==> config.mk <==
export PLATFORM = sky130hd
export DESIGN_NAME = gpu_noc_ni
export DESIGN_NICKNAME = d
export VERILOG_FILES = /design/src/rtl/gpu_noc_pkg.sv /design/src/rtl/ni_sync_fifo.sv /design/src/rtl/gpu_noc_ni.sv
export SDC_FILE = /design/constraint.sdc
export NUM_CORES = 1
export LEC_CHECK = 0
export CAP_MARGIN = 0
export CORE_MARGIN = 3
export CORE_UTILIZATION = 55
export DETAILED_ROUTE_END_ITERATION = 16
export GPL_ROUTABILITY_DRIVEN = 0
export GPL_TIMING_DRIVEN = 0
export PLACE_DENSITY = 0.76
export SYNTH_ARGS = -nofsm -noshare
export SYNTH_HDL_FRONTEND = slang
export SYNTH_SLANG_ARGS = --single-unit
==> constraint.sdc <==
create_clock -name ACLK -period 2.88 [get_ports ACLK]
set_input_delay 0.576 -clock ACLK [delete_from_list [all_inputs] [get_ports ACLK]]
set_output_delay 0.576 -clock ACLK [all_outputs]
set_load 0.005 [all_outputs]
==> src/rtl/gpu_noc_pkg.sv <==
// Shared flit format, origin tag and saturating counter helper for the GPU network interface.
package gpu_noc_pkg;

   localparam int FLIT_W = 16;
   localparam int DEST_W = 6;
   localparam int PAY_W  = FLIT_W - DEST_W;

   typedef struct packed {
      logic [DEST_W-1:0] dest;
      logic [PAY_W-1:0]  payload;
   } flit_t;

   typedef enum logic {
      ORIG_ROUTER = 1'b0,
      ORIG_LOOP   = 1'b1
   } origin_t;

   function automatic logic [15:0] sat_inc(input logic [15:0] v, input logic [1:0] n);
      logic [16:0] s;
      s = {1'b0, v} + {15'd0, n};
      return s[16] ? 16'hFFFF : s[15:0];
   endfunction

endpackage

==> src/rtl/ni_sync_fifo.sv <==
// Synchronous FIFO with two ordered write ports (a before b), one read port and an occupancy count.
// The head is read combinationally from storage; callers never push beyond capacity.
module ni_sync_fifo #(
   parameter int W     = 16,
   parameter int DEPTH = 8,
   localparam int AW   = $clog2(DEPTH),
   localparam int CW   = AW + 1
) (
   input  logic          clk,
   input  logic          rst_n,
   input  logic          push_a,
   input  logic [W-1:0]  data_a,
   input  logic          push_b,
   input  logic [W-1:0]  data_b,
   input  logic          pop,
   output logic [W-1:0]  head,
   output logic [CW-1:0] count,
   output logic          full,
   output logic          empty
);

   logic [W-1:0]  mem [DEPTH];
   logic [AW-1:0] wr_ptr, rd_ptr, wr_ptr_b;

   assign wr_ptr_b = push_a ? wr_ptr + AW'(1) : wr_ptr;
   assign head     = mem[rd_ptr];
   assign full     = (count == CW'(DEPTH));
   assign empty    = (count == '0);

   always_ff @(posedge clk or negedge rst_n) begin
      if (!rst_n) begin
         wr_ptr <= '0;
         rd_ptr <= '0;
         count  <= '0;
      end else begin
         wr_ptr <= wr_ptr + AW'(push_a) + AW'(push_b);
         rd_ptr <= rd_ptr + AW'(pop);
         count  <= count + CW'(push_a) + CW'(push_b) - CW'(pop);
      end
   end

   // Storage carries no reset; consumers mask the head while empty.
   always_ff @(posedge clk) begin
      if (push_a) mem[wr_ptr]   <= data_a;
      if (push_b) mem[wr_ptr_b] <= data_b;
   end

endmodule

==> src/rtl/gpu_noc_ni.sv <==
// GPU network interface: TX FIFO with credit-based router injection, RX FIFO with destination filtering.
// Define NI_LOOPBACK_EN to move self-addressed TX flits straight into RX without using router credits.
module gpu_noc_ni
   import gpu_noc_pkg::*;
#(
   parameter int NODE_ID    = 31,
   parameter int TX_DEPTH   = 8,
   parameter int RX_DEPTH   = 8,
   parameter int TX_CREDITS = 4,
   parameter int RX_CREDITS = 6,
   localparam int TCW = $clog2(TX_DEPTH) + 1,
   localparam int RCW = $clog2(RX_DEPTH) + 1
) (
   input  logic              ACLK,
   input  logic              ARESETn,
   input  logic [FLIT_W-1:0] gpu_data_in,
   input  logic              gpu_valid_in,
   output logic              gpu_ready_out,
   output logic [FLIT_W-1:0] gpu_data_out,
   output logic              gpu_valid_out,
   input  logic              gpu_ready_in,
   output logic [FLIT_W-1:0] rt_flit_out,
   output logic              rt_valid_out,
   input  logic              rt_credit_in,
   input  logic [FLIT_W-1:0] rt_flit_in,
   input  logic              rt_valid_in,
   output logic              rt_credit_out,
   output logic [TCW-1:0]    tx_count,
   output logic [RCW-1:0]    rx_count,
   output logic [15:0]       drop_count,
   output logic              credit_err
);

   localparam logic [DEST_W-1:0] MY_ID = DEST_W'(NODE_ID);
   localparam int CRW = $clog2(TX_CREDITS + 1) + 1;
   localparam int PW  = $clog2(RX_CREDITS + 1) + 1;
`ifdef NI_LOOPBACK_EN
   localparam int RXW = FLIT_W + 1;
`else
   localparam int RXW = FLIT_W;
`endif

   flit_t          tx_head, rt_in;
   logic           tx_full, tx_empty, tx_push, tx_pop, tx_drop, inject, lb_push, credit_ovf;
   logic [TCW-1:0] tx_next;
   logic [CRW-1:0] tx_credit;
   logic [RXW-1:0] rx_head, rt_entry, lb_entry;
   logic           rx_full, rx_empty, rx_pop, rt_push, rx_drop, rx_viol, cr_mis, cr_pop;
   logic [PW-1:0]  pend, cr_total;

   assign rt_in = rt_flit_in;

`ifdef NI_LOOPBACK_EN
   logic           head_self, head_loop;
   logic [RCW-1:0] loop_cnt;

   assign head_self    = !tx_empty && (tx_head.dest == MY_ID);
   // Router entries are bounded by its credits, so capping loopback entries keeps RX from overflowing.
   assign lb_push      = head_self && !rx_full && (loop_cnt < RCW'(RX_DEPTH - RX_CREDITS));
   assign inject       = !tx_empty && !head_self && (tx_credit != '0);
   assign rt_entry     = {ORIG_ROUTER, rt_flit_in};
   assign lb_entry     = {ORIG_LOOP, tx_head};
   assign head_loop    = (origin_t'(rx_head[FLIT_W]) == ORIG_LOOP);
   assign cr_pop       = rx_pop && !head_loop;
   assign gpu_data_out = rx_empty ? '0 : rx_head[FLIT_W-1:0];

   always_ff @(posedge ACLK or negedge ARESETn) begin
      if (!ARESETn) loop_cnt <= '0;
      else          loop_cnt <= loop_cnt + RCW'(lb_push) - RCW'(rx_pop && head_loop);
   end
`else
   assign lb_push      = 1'b0;
   assign inject       = !tx_empty && (tx_credit != '0);
   assign rt_entry     = rt_flit_in;
   assign lb_entry     = '0;
   assign cr_pop       = rx_pop;
   assign gpu_data_out = rx_empty ? '0 : rx_head;
`endif

   // A full TX FIFO still accepts a flit in a cycle where its head leaves.
   assign tx_pop     = inject || lb_push;
   assign tx_push    = gpu_valid_in && (!tx_full || tx_pop);
   assign tx_drop    = gpu_valid_in && !tx_push;
   assign tx_next    = tx_count + TCW'(tx_push) - TCW'(tx_pop);
   assign credit_ovf = rt_credit_in && !inject && (tx_credit == CRW'(TX_CREDITS));

   assign rx_viol       = rt_valid_in && rx_full;
   assign rt_push       = rt_valid_in && !rx_full && (rt_in.dest == MY_ID);
   assign cr_mis        = rt_valid_in && !rx_full && (rt_in.dest != MY_ID);
   assign rx_drop       = rx_viol || cr_mis;
   assign rx_pop        = !rx_empty && gpu_ready_in;
   assign gpu_valid_out = !rx_empty;
   assign cr_total      = pend + PW'(cr_mis) + PW'(cr_pop);

   ni_sync_fifo #(.W(FLIT_W), .DEPTH(TX_DEPTH)) u_tx_fifo (
      .clk(ACLK), .rst_n(ARESETn),
      .push_a(tx_push), .data_a(gpu_data_in),
      .push_b(1'b0), .data_b('0),
      .pop(tx_pop), .head(tx_head), .count(tx_count),
      .full(tx_full), .empty(tx_empty)
   );

   ni_sync_fifo #(.W(RXW), .DEPTH(RX_DEPTH)) u_rx_fifo (
      .clk(ACLK), .rst_n(ARESETn),
      .push_a(rt_push), .data_a(rt_entry),
      .push_b(lb_push), .data_b(lb_entry),
      .pop(rx_pop), .head(rx_head), .count(rx_count),
      .full(rx_full), .empty(rx_empty)
   );

   always_ff @(posedge ACLK or negedge ARESETn) begin
      if (!ARESETn) begin
         rt_flit_out   <= '0;
         rt_valid_out  <= 1'b0;
         tx_credit     <= CRW'(TX_CREDITS);
         credit_err    <= 1'b0;
         drop_count    <= '0;
         gpu_ready_out <= 1'b1;
         rt_credit_out <= 1'b0;
         pend          <= '0;
      end else begin
         rt_valid_out <= inject;
         if (inject) rt_flit_out <= tx_head;
         if (inject && !rt_credit_in)                       tx_credit <= tx_credit - CRW'(1);
         else if (rt_credit_in && !inject && !credit_ovf)   tx_credit <= tx_credit + CRW'(1);
         credit_err    <= credit_err || credit_ovf || rx_viol;
         drop_count    <= sat_inc(drop_count, 2'(tx_drop) + 2'(rx_drop));
         gpu_ready_out <= (tx_next <= TCW'(TX_DEPTH - 2));
         // At most one credit pulse per cycle; any surplus waits in pend.
         rt_credit_out <= (cr_total != '0);
         pend          <= (cr_total != '0) ? cr_total - PW'(1) : '0;
      end
   end

endmodule

==> summary.txt, run 1 <==
Final layout
  • P&R area growth vs syn: 22.1%
  • Most frequent cells in the layout: edfxtp_1, clkdlybuf4s50_1, mux4_2
  • Layout net count: 899
  • Area occupied by multi-input gates: 3300 sq um
  • Register cell area after layout: roughly 9300 sq um
  • ANT cells: 0
  • Post-route cell area: ~16000 sq um
  • Layout cells sized above 1: 20.8%
  • Commonest non-fill, non-tap cell in the layout: edfxtp_1
  • Final design utilization: 69.7%
  • Non-Filler Instances: 1139
  • Fillers: roughly 1400

Setup path
  • Crit. path cell count: 9
  • Cell family with most CP delay: simple AND/OR/NAND/NOR gates
  • Crit-path cells: nor4_2, o211ai_1, nor2_2, fa_1, ha_1, nand3_2, nor2_4, and4_1, mux2_2
  • CP Launch Type: flip-flop
  • Setup Crit Path Kind: reg -> reg
  • Cells on worst reg2reg path: 9
  • CP max stage delay: 430 ps
  • Crit Path Max Fanout: 4
  • Worst path bufs/invs: 0
  • WP data arrival: 3190 ps
  • Critical Path RT: 3260 ps
  • CP Capture Type: flip-flop
  • Slowest CP cell: dfrtp_1

Routing
  • Post-route DRC: 0
  • Per-cell routed wire length: 23.3 microns
  • Initial DRC count: 578
  • Total number of vias: 6697
  • Pre-Repair DR Iteration Count: 4
  • Max Used Layer: met4
  • Final WL: around 27 mm
  • Final ANT Viol Nets: 0
  • Vias per inst: between 5 and 6
  • Met2 routed WL: ~14 mm
  • M1 WL: 10.4 mm
  • WL met3: 1.50 mm

Synth
  • Post-synth EDFFs: 256
  • Proportion of synthesized area in mux cells: 14.1%
  • Post-synth ARST share: 20.0%
  • Synth Cell Area: ~13000 sq um
  • Synth Area in XOR/XNOR: 1.79%
  • Simple-Gate Fraction of Synth Area: between 4 and 5%
  • Post-synthesis sequential area ratio: 73.2%
  • Syn avg cell area: around 19 sq um
  • Flops & latches, synth: 320
  • Syn_nets: ~750
  • Top cell type's share of synthesized area: 60.5%
  • Top FF cell, synth: edfxtp_1
  • Yosys warnings: 0
  • Area contributors post-synth: edfxtp_1, dfrtp_1, mux4_2
  • Synth unique cells: 42
  • Post-synthesis adder-cell area fraction: 2.96%
  • Compound-Gate Fraction of Synth Area: 1.60%
  • Post-Syn Instances: 683
  • Cell taking the most area after synthesis: edfxtp_1
  • Main combinational cell family by area after synthesis: multiplexers

STA
  • Clk_skew: between 20 and 30 ps
  • RSZ-0062 raised after global routing: yes
  • Tcrit/Tclk final: between 90% and 100%
  • Slew @ Worst Pin: 902 ps
  • Slew margin rel.: about two fifths
  • Final setup violation count: 0
  • F_max: 0.357 GHz
  • Final Slew Violations: 0
  • Tmin final: 2800 ps
  • Worst-case hold slack: 175 ps
  • Final hold violation count: 0

Floorplanning
  • DIE AREA: 24900 sq um
  • IO Count: 99
  • Die Ht: roughly 160 microns
  • Die Wd: 158 microns
  • Core area: 22200 sq um
  • Initial core utilization: 57.1%
  • Row count: 54

Clock tree
  • Hold buffer count at CTS: 0
  • CTS tree: built
  • Root cell of the clock tree: clkbuf_16
  • Worst-Skew Late Latency: 510 ps
  • Clock tree sinks: 320
  • CTS clk-pin slew, worst paths: roughly 60 ps
  • Worst-case clock buffer depth: 3
  • Cts bufs inserted: 34
  • H-tree depth: 2

Global route
  • GRT Total Usage: 22.2%
  • Total gr overflow: 0
  • Largest net degree at the start of global routing: 65
  • First-pass GRT wire length: 41.5 mm
  • Initial antenna violation count: 0
  • Vias in the first global route: 7293

Power and ir drop
  • Total power: between 15 and 20 mW
  • Max VDD drop: between 0.5 and 0.6 mV
  • Leak: 5.65 nW
  • Pwr dens: 985 nW/um^2

Placement
  • Post-DP HPWL: 17.7 mm
  • Inst Count DP: 1078
  • Port-buffer cells: 98
  • Placed cell areas: 14300 sq um

Run
  • Max-cap violations: 0

Outcome
  • Status: finished, final reports clean

Min path
  • Class of the worst hold path: in -> async
[synth_stat cells, drive strengths merged, types with 2 or more instances]
library cell	count
a21oi	4
mux4	64
a31oi	3
edfxtp	256
nand2	44
nand3	6
xor2	17
buf	12
fa	5
xnor2	9
ha	22
a21o	3
clkbuf	14
and3	4
and4	4
and2	4
dfrtp	62
o21ai	20
inv	20
nand2b	10
nor3	6
nor2	38
nand4	7
dfstp	2
mux2i	34
[flip-flops by register name, indices dropped and copies added (netlist names), 4 cells and up]
signal,flops
u_rx_fifo.count,4
pend,4
tx_credit,4
u_tx_fifo.count,4
u_tx_fifo.mem,128
drop_count,16
rt_flit_out,16
u_rx_fifo.mem,128
[layer usage]
metal / global-route usage [%] / vias up
met4: 6.84 / 0
met5: 0 / -
met2: 38.9 / 212
met3: 4.59 / 54
li1: - / 2965
met1: 28.1 / 3466
[final timing paths]
path	from	to	slack, ps
setup / recovery	tx_credit[3]	drop_count[14]	80
setup reg to reg	tx_credit[3]	drop_count[14]	80
hold reg to reg	rt_flit_out[12]	rt_flit_out[12]	480
min in group ACLK	rt_flit_out[12]	rt_flit_out[12]	480
max in group asynchronous	ARESETn	rt_flit_out[11]	2110
hold / removal	ARESETn	u_tx_fifo.count[3]	170
[cells by family after synthesis]
logic type      count (synthesis)
compound gates                 35
xor+xnor                       26
fa+ha+maj                      27
buf+inv                        46
flops                         320
mux                            99
simple gates                  130
[cell type report]
| class | instances | area share (%) |
|---|---|---|
| clock inverters | 17 | 1.07 |
| clock buffers | 44 | 5.93 |
| repair buffers | 117 | 7.92 |
| flip-flops and latches | 320 | 59.9 |
| plain buffers | 24 | 1.14 |
| well taps | 280 | 2.26 |
| multi-input cells | 317 | 21.3 |
| inverters | 20 | 0.484 |
[through the flow]
stage,worst slack [ps],TNS (ps)
floorplan,235,0
global placement,-1730,-242560
detailed placement,-1010,-37590
CTS,62.0,0
global route,-57.0,-57.0
finish,75.5,0
[timing repair]
| action | CTS | global route |
|---|---|---|
| pin swaps | 2 | 1 |
| buffers inserted | 2 | 0 |
| cloned | 0 | 0 |
| setup endpoints to repair | 35 | 3 |
| resized for setup | 53 | 1 |
[report_power, final]
group | leakage (nW) | internal [mW] | switching, mW
clock | 0.535 | 2.53 | 1.69
sequential | 3.08 | 5.71 | 0.437
combinational | 2.03 | 2.53 | 2.37
Note: power is estimated with default switching activity, not from simulation.
==> run 2, diff against run 1 <==
--- a/config.mk
+++ b/config.mk
@@ -6,6 +6,7 @@
 export NUM_CORES = 1
 export LEC_CHECK = 0
 export CAP_MARGIN = 0
+export CORE_ASPECT_RATIO = 1.25
 export CORE_MARGIN = 3
 export CORE_UTILIZATION = 55
 export DETAILED_ROUTE_END_ITERATION = 16
==> constraint.sdc (replaced) <==
create_clock -name ACLK -period 2.6 [get_ports ACLK]
set_input_delay 0.52 -clock ACLK [delete_from_list [all_inputs] [get_ports ACLK]]
set_output_delay 0.52 -clock ACLK [all_outputs]
set_load 0.005 [all_outputs]
==> run 2 against run 1 <==
Compared with the run above:
- the flow now finishes with violations (setup timing)
- combinational power is 20% higher
- wire length up 2.5%
- setup slack got worse by 270 ps
- sequential share of layout area shrank 1.1 points
==> summary.txt, run 2 (synthesis gave the netlist of run 1 again) <==
Floorplanning
  • IO Count: 99 (unchanged)
  • Row count: 61 (+13%)
  • Die Wd: 142 microns (-10%)
  • Die Ht: 176 microns (+11%)
  • Core area: 22400 sq um (+0.95%)
  • Initial core utilization: 56.6% (-0.54 points)
  • DIE AREA: 25000 sq um (about the same)

Final layout
  • Most frequent cells in the layout: edfxtp_1, clkdlybuf4s50_1, mux4_2
  • Layout net count: 919 (+2.2%)
  • ANT cells: 0 (unchanged)
  • P&R area growth vs syn: 24.4%
  • Layout cells sized above 1: 26.1% (+5.3 points)
  • Top Registers: u_rx_fifo.mem x128, u_tx_fifo.mem x128
  • Commonest non-fill, non-tap cell in the layout: edfxtp_1
  • Final design utilization: 70.4% (+0.63 points)

Clock tree
  • Cts bufs inserted: 29 (-15%)
  • Worst-Skew Late Latency: 530 ps (+20 ps)
  • CTS clk-pin slew, worst paths: 70 ps (about the same)
  • H-tree depth: 1 (-1)
  • Root cell of the clock tree: clkbuf_16
  • CTS tree: built
  • Worst-case clock buffer depth: 3 (unchanged)
  • Clock tree sinks: 320 (unchanged)

STA
  • F_max: 0.358 GHz
  • Final setup violation count: 16 (+16)
  • Slew margin rel.: 41.3% (+1.7 points)
  • Tcrit/Tclk final: 107%
  • Final Slew Violations: 0 (unchanged)
  • Clk_skew: 18.1 ps (-7.59 ps)
  • Slew @ Worst Pin: 881 ps (-21.3 ps)
  • Final hold violation count: 0 (unchanged)
  • Setup ws final: -195 ps (-270 ps)
  • RSZ-0062 raised after global routing: yes
  • Tmin final: 2790 ps

Setup path
  • Crit Path Max Fanout: 5 (+1)
  • Slowest CP cell: mux4_2
  • CP Capture Type: output pin
  • Setup Crit Path Kind: reg -> out
  • CP Launch Type: flip-flop
  • Critical Path RT: 2080 ps (-1180 ps)
  • CP max stage delay: 490 ps (+60 ps)
  • Crit-path cells: buf_6, buf_12, buf_12, buf_6, mux4_2, mux2i_1, nor2_1, buf_2
  • WP data arrival: 2270 ps (-920 ps)

Routing
  • Per-cell routed wire length: 23.5 microns (+0.76%)
  • Total number of vias: 6840 (+2.1%)
  • Pre-Repair DR Iteration Count: 5 (+1)
  • Post-route DRC: 0 (unchanged)
  • Initial DRC count: 598 (+3.5%)
  • Final ANT Viol Nets: 0 (unchanged)
  • Final WL: 27.3 mm (+2.5%)
  • Vias per inst: 5.90 (+0.37%)

Outcome
  • Status: finished, violations left
  • Failing checks: setup timing

Placement
  • Post-DP HPWL: 17.7 mm (+0.17%)
  • Port-buffer cells: 98 (unchanged)
  • Placement Setup Slack: -1210 ps (-205 ps)

Run
  • Max-cap violations: 0 (unchanged)

Min path
  • Class of the worst hold path: in -> async

Global route
  • First-pass GRT wire length: 42.6 mm (+2.6%)
  • Total gr overflow: 0 (unchanged)
  • Initial antenna violation count: 1 (+1)
  • Vias in the first global route: 7557 (+3.6%)
  • Largest net degree at the start of global routing: 65 (unchanged)
  • GRT Total Usage: 22.5% (+0.31 points)

Power and ir drop
  • Pwr dens: 1090 nW/um^2 (+11%)
  • Max VDD drop: 0.804 mV (+37%)
  • Leak: 5.77 nW (+2.1%)
-- run 2: cell types whose count changed in the layout (fill, tap and decap cells not counted), moves of 5 or more --
cell,previous run,this run
dlygate4sd2_1,20,3
buf_2,6,22
buf_4,4,14
buf_8,5,12
clkbuf_16,35,29
buf_6,10,15
clkbuf_1,15,10
-- run 2: per-stage QoR --
step	area (sq um)	std cells	hold slack [ps]	total power, mW	setup TNS [ps]
after floorplan	12700	683	224	9.99	0
after global placement	14000	1064	470	11.9	-317290
after detailed placement	14300	1080	477	12.3	-67340
after CTS	15700	1157	127	17.3	-805
after global routing	15800	1159	157	18.1	-2840
final	15800	1159	101	17.2	-1220
-- run 2: what timing repair did --
action	4_1_cts	5_1_grt
setup buffers	24	7
hold buffers	0	0
endpoints found under the setup margin	62	87
pin swaps	21	21
resized for setup	126	18
cloned	3	0
-- run 2: final cells by class --
class                      instances  area, sq um
tap                              283          354
multi-input combinational        317         3380
buffer                            23          185
clock inverter                    18          254
sequential                       320         9300
fill                            1394         6650
clock buffer                      35          768
timing repair buffer             143         1480
inverter                          20         75.1
-- run 2: path summary, 6_finish.rpt --
check | start | end | slack [ps] | cells after the start
hold / removal | ARESETn | u_rx_fifo.count[2] | 100 | 1
setup / recovery | u_rx_fifo.rd_ptr[0] | gpu_data_out[15] | -190 | 8
min in group ACLK | rt_flit_in[12] | u_rx_fifo.mem[5][12] | 410 | 1
max in group asynchronous | ARESETn | tx_credit[0] | 1880 | 1
setup reg to reg | tx_credit[3] | drop_count[14] | 60 | 9
hold reg to reg | rt_flit_out[10] | rt_flit_out[10] | 490 | 2
-- run 2: worst max-delay path: cells and delay by family, from the launching register on --
| kind | cells | cell delay [ps] |
|---|---|---|
| mux | 2 | 680 |
| simple gates | 1 | 70 |
| buf+inv | 5 | 610 |
| flops | 1 | 380 |
-- run 2: power by group --
part	switching, mW	internal, mW
Clock	1.80	2.71
Sequential	0.539	6.32
Combinational	2.77	3.10
Total	5.11	12.1
-- run 2: metal layers --
metal	GRT usage [%]	share of wire, %	vias to the layer above
met1	27.0	36	3562
met3	3.57	5.1	38
li1	-	-	2999
met5	0	0.059	-
met4	6.44	1.9	2
met2	41.7	57	239
==> run 3, diff against run 2 <==
--- a/config.mk
+++ b/config.mk
@@ -9,6 +9,7 @@
 export CORE_ASPECT_RATIO = 1.25
 export CORE_MARGIN = 3
 export CORE_UTILIZATION = 55
+export CTS_CLUSTER_SIZE = 12
 export DETAILED_ROUTE_END_ITERATION = 16
 export GPL_ROUTABILITY_DRIVEN = 0
 export GPL_TIMING_DRIVEN = 0
==> run 3 against run 2 <==
Compared with the run above:
- clock-buffer cell count increased by 20
- design area fell by 1.0%
- final cell count increased by 0.17%
- first-iteration DRC count fell by 5.0%
- critical path type unchanged
- register-to-register slack gained 50 ps
- the run still ends with setup timing left
- core utilization decreased by 0.72 points
==> summary.txt, run 3 (synthesis gave the netlist of run 1 again) <==
Outcome
  • Status: finished, violations left
  • Failing checks: setup timing

Routing
  • Final ANT Viol Nets: 0 (unchanged)
  • Per-cell routed wire length: 23.3 microns (-0.98%)
  • Initial DRC count: 568 (-5.0%)
  • Pre-Repair DR Iteration Count: 5 (unchanged)
  • Vias per inst: 5.89 (-0.25%)
  • Post-route DRC: 0 (unchanged)
  • Total number of vias: 6835 (-0.073%)
  • Final WL: 27.0 mm (-0.81%)

Placement
  • Port-buffer cells: 98 (unchanged)
  • Placed cell areas: 14300 sq um (unchanged)
  • Post-DP HPWL: 17.7 mm (unchanged)

STA
  • Tcrit/Tclk final: 106% (-1.8 points)
  • Post-Route Setup TNS: -1110 ps (+109 ps)
  • F_max: 0.364 GHz (+1.7%)
  • Final hold violation count: 0 (unchanged)
  • Clk_skew: 11.1 ps (-7.00 ps)
  • Final setup violation count: 16 (unchanged)
  • Setup ws final: -147 ps (+47.9 ps)
  • Tmin final: 2750 ps (-47.9 ps)
  • Final Slew Violations: 0 (unchanged)
  • RSZ-0062 raised after global routing: yes
  • Slew margin rel.: 42.7% (+1.4 points)
  • Slew @ Worst Pin: 860 ps (-21.0 ps)

Setup path
  • Setup Crit Path Kind: reg -> out
  • CP Capture Type: output pin
  • Crit Path Max Fanout: 4 (-1)
  • Worst path bufs/invs: 5 (unchanged)
  • Critical Path RT: 2080 ps (about the same)
  • Crit-path cells: buf_6, buf_6, buf_6, buf_6, mux4_2, mux2i_1, nor2_1, buf_2
  • Cell family with most CP delay: multiplexers
  • Cells on worst reg2reg path: 6 (-3)
  • Most common cell on crit path: buf_6
  • CP Launch Type: flip-flop
  • Crit. path cell count: 8 (unchanged)
  • WP data arrival: 2230 ps (-40 ps)
  • Slowest CP cell: mux4_2
  • CP max stage delay: 500 ps (about the same)

Final layout
  • Post-route cell area: 15600 sq um (-1.0%)
  • Fillers: 1430 (+2.6%)
  • Most frequent cells in the layout: edfxtp_1, clkdlybuf4s50_1, mux4_2
  • Layout cells sized above 1: 24.6% (-1.5 points)
  • P&R area growth vs syn: 23.1%
  • Top Registers: u_rx_fifo.mem x128, u_tx_fifo.mem x128
  • Layout net count: 918 (-0.11%)
  • Commonest non-fill, non-tap cell in the layout: edfxtp_1
  • ANT cells: 0 (unchanged)

Global route
  • Largest net degree at the start of global routing: 65 (unchanged)
  • Vias in the first global route: 7539 (-0.24%)
  • GRT Total Usage: 22.2% (-0.26 points)
  • First-pass GRT wire length: 42.0 mm (-1.4%)
  • Initial antenna violation count: 2 (+1)
  • Total gr overflow: 0 (unchanged)

Floorplanning
  • Core area: 22400 sq um (unchanged)
  • DIE AREA: 25000 sq um (unchanged)
  • IO Count: 99 (unchanged)
  • Die Ht: 176 microns (unchanged)
  • Row count: 61 (unchanged)
  • Die Wd: 142 microns (unchanged)
  • Initial core utilization: 56.6% (unchanged)

Power and ir drop
  • Leak: 5.68 nW (-1.4%)
  • Total power: 16.8 mW (-2.7%)
  • Pwr dens: 1070 nW/um^2 (-1.7%)
  • Max VDD drop: 0.696 mV (-13%)

Clock tree
  • Hold buffer count at CTS: 0 (unchanged)
  • Cts bufs inserted: 31 (+6.9%)
  • Worst-case clock buffer depth: 3 (unchanged)
  • H-tree depth: 1 (unchanged)
  • Clock tree sinks: 320 (unchanged)
  • Worst-Skew Late Latency: 550 ps (+20 ps)
  • Root cell of the clock tree: clkbuf_16
  • CTS tree: built
  • CTS clk-pin slew, worst paths: 60 ps (about the same)

Min path
  • Class of the worst hold path: in -> async

Run
  • Max-cap violations: 0 (unchanged)
## run 3: changes by cell type in the layout (fill, tap and decap cells not counted), moves of 2 or more
cell,delta
clkbuf_2,+5
clkbuf_1,+19
clkinv_2,-3
clkinv_1,-3
clkbuf_8,-2
clkbuf_16,+2
nor3_2,+2
buf_2,-4
bufinv_16,-5
inv_6,-2
nor3_4,-2
## run 3: through the flow
| stage | std cells | setup WS [ps] | utilization (%) | hold WS [ps] |
|---|---|---|---|---|
| CTS | 1161 | -140 | 69.7 | 111 |
| global placement | 1064 | -1830 | 62.5 | 470 |
| floorplan | 683 | 1.62 | - | 224 |
| global route | 1161 | -241 | 69.6 | 139 |
| finish | 1161 | -147 | 69.6 | 74.2 |
| detailed placement | 1080 | -1210 | 63.9 | 477 |
## run 3: final timing paths
check / startpoint / to / slack (ps)
worst min-delay path: ARESETn / u_rx_fifo.count[1] / 70
worst max register to register: tx_credit[2] / u_tx_fifo.mem[0][11] / 110
worst min register to register: rt_flit_out[10] / rt_flit_out[10] / 490
worst max-delay path: u_rx_fifo.rd_ptr[0] / gpu_data_out[15] / -150
min in group ACLK: rt_flit_in[12] / u_rx_fifo.mem[5][12] / 390
max in group asynchronous: ARESETn / tx_credit[0] / 1920
## run 3: area by class of cell
| type | instances | area (sq um) | share of cell area, % |
|---|---|---|---|
| clock inverter | 3 | 43.8 | 0.280 |
| buffer | 22 | 156 | 1.00 |
| sequential | 320 | 9300 | 59.5 |
| inverter | 20 | 75.1 | 0.480 |
| clock buffer | 55 | 876 | 5.60 |
| tap | 283 | 354 | 2.27 |
| multi-input combinational | 317 | 3370 | 21.6 |
| timing repair buffer | 141 | 1460 | 9.32 |
## run 3: report_power, final
part | leakage [nW] | internal [mW] | switching (mW) | total [mW]
Combinational | 2.17 | 3.07 | 2.74 | 5.81
Clock | 0.439 | 2.36 | 1.76 | 4.11
Sequential | 3.08 | 6.33 | 0.531 | 6.86
Total | 5.68 | 11.8 | 5.03 | 16.8
## run 3: layer usage
layer / global-route usage, % / vias up / part of all wire (%)
met2: 41.8 / 222 / 57
met5: 0 / - / 0.085
met3: 3.46 / 62 / 4.9
li1: - / 3000 / -
met1: 26.0 / 3547 / 35
met4: 6.76 / 4 / 2.7
## run 3: what timing repair did
item / in CTS / in global routing
setup buffers: 23 / 4
gates resized for setup: 119 / 18
gates cloned: 2 / 0
setup endpoints to repair: 62 / 64
pin swaps: 13 / 13
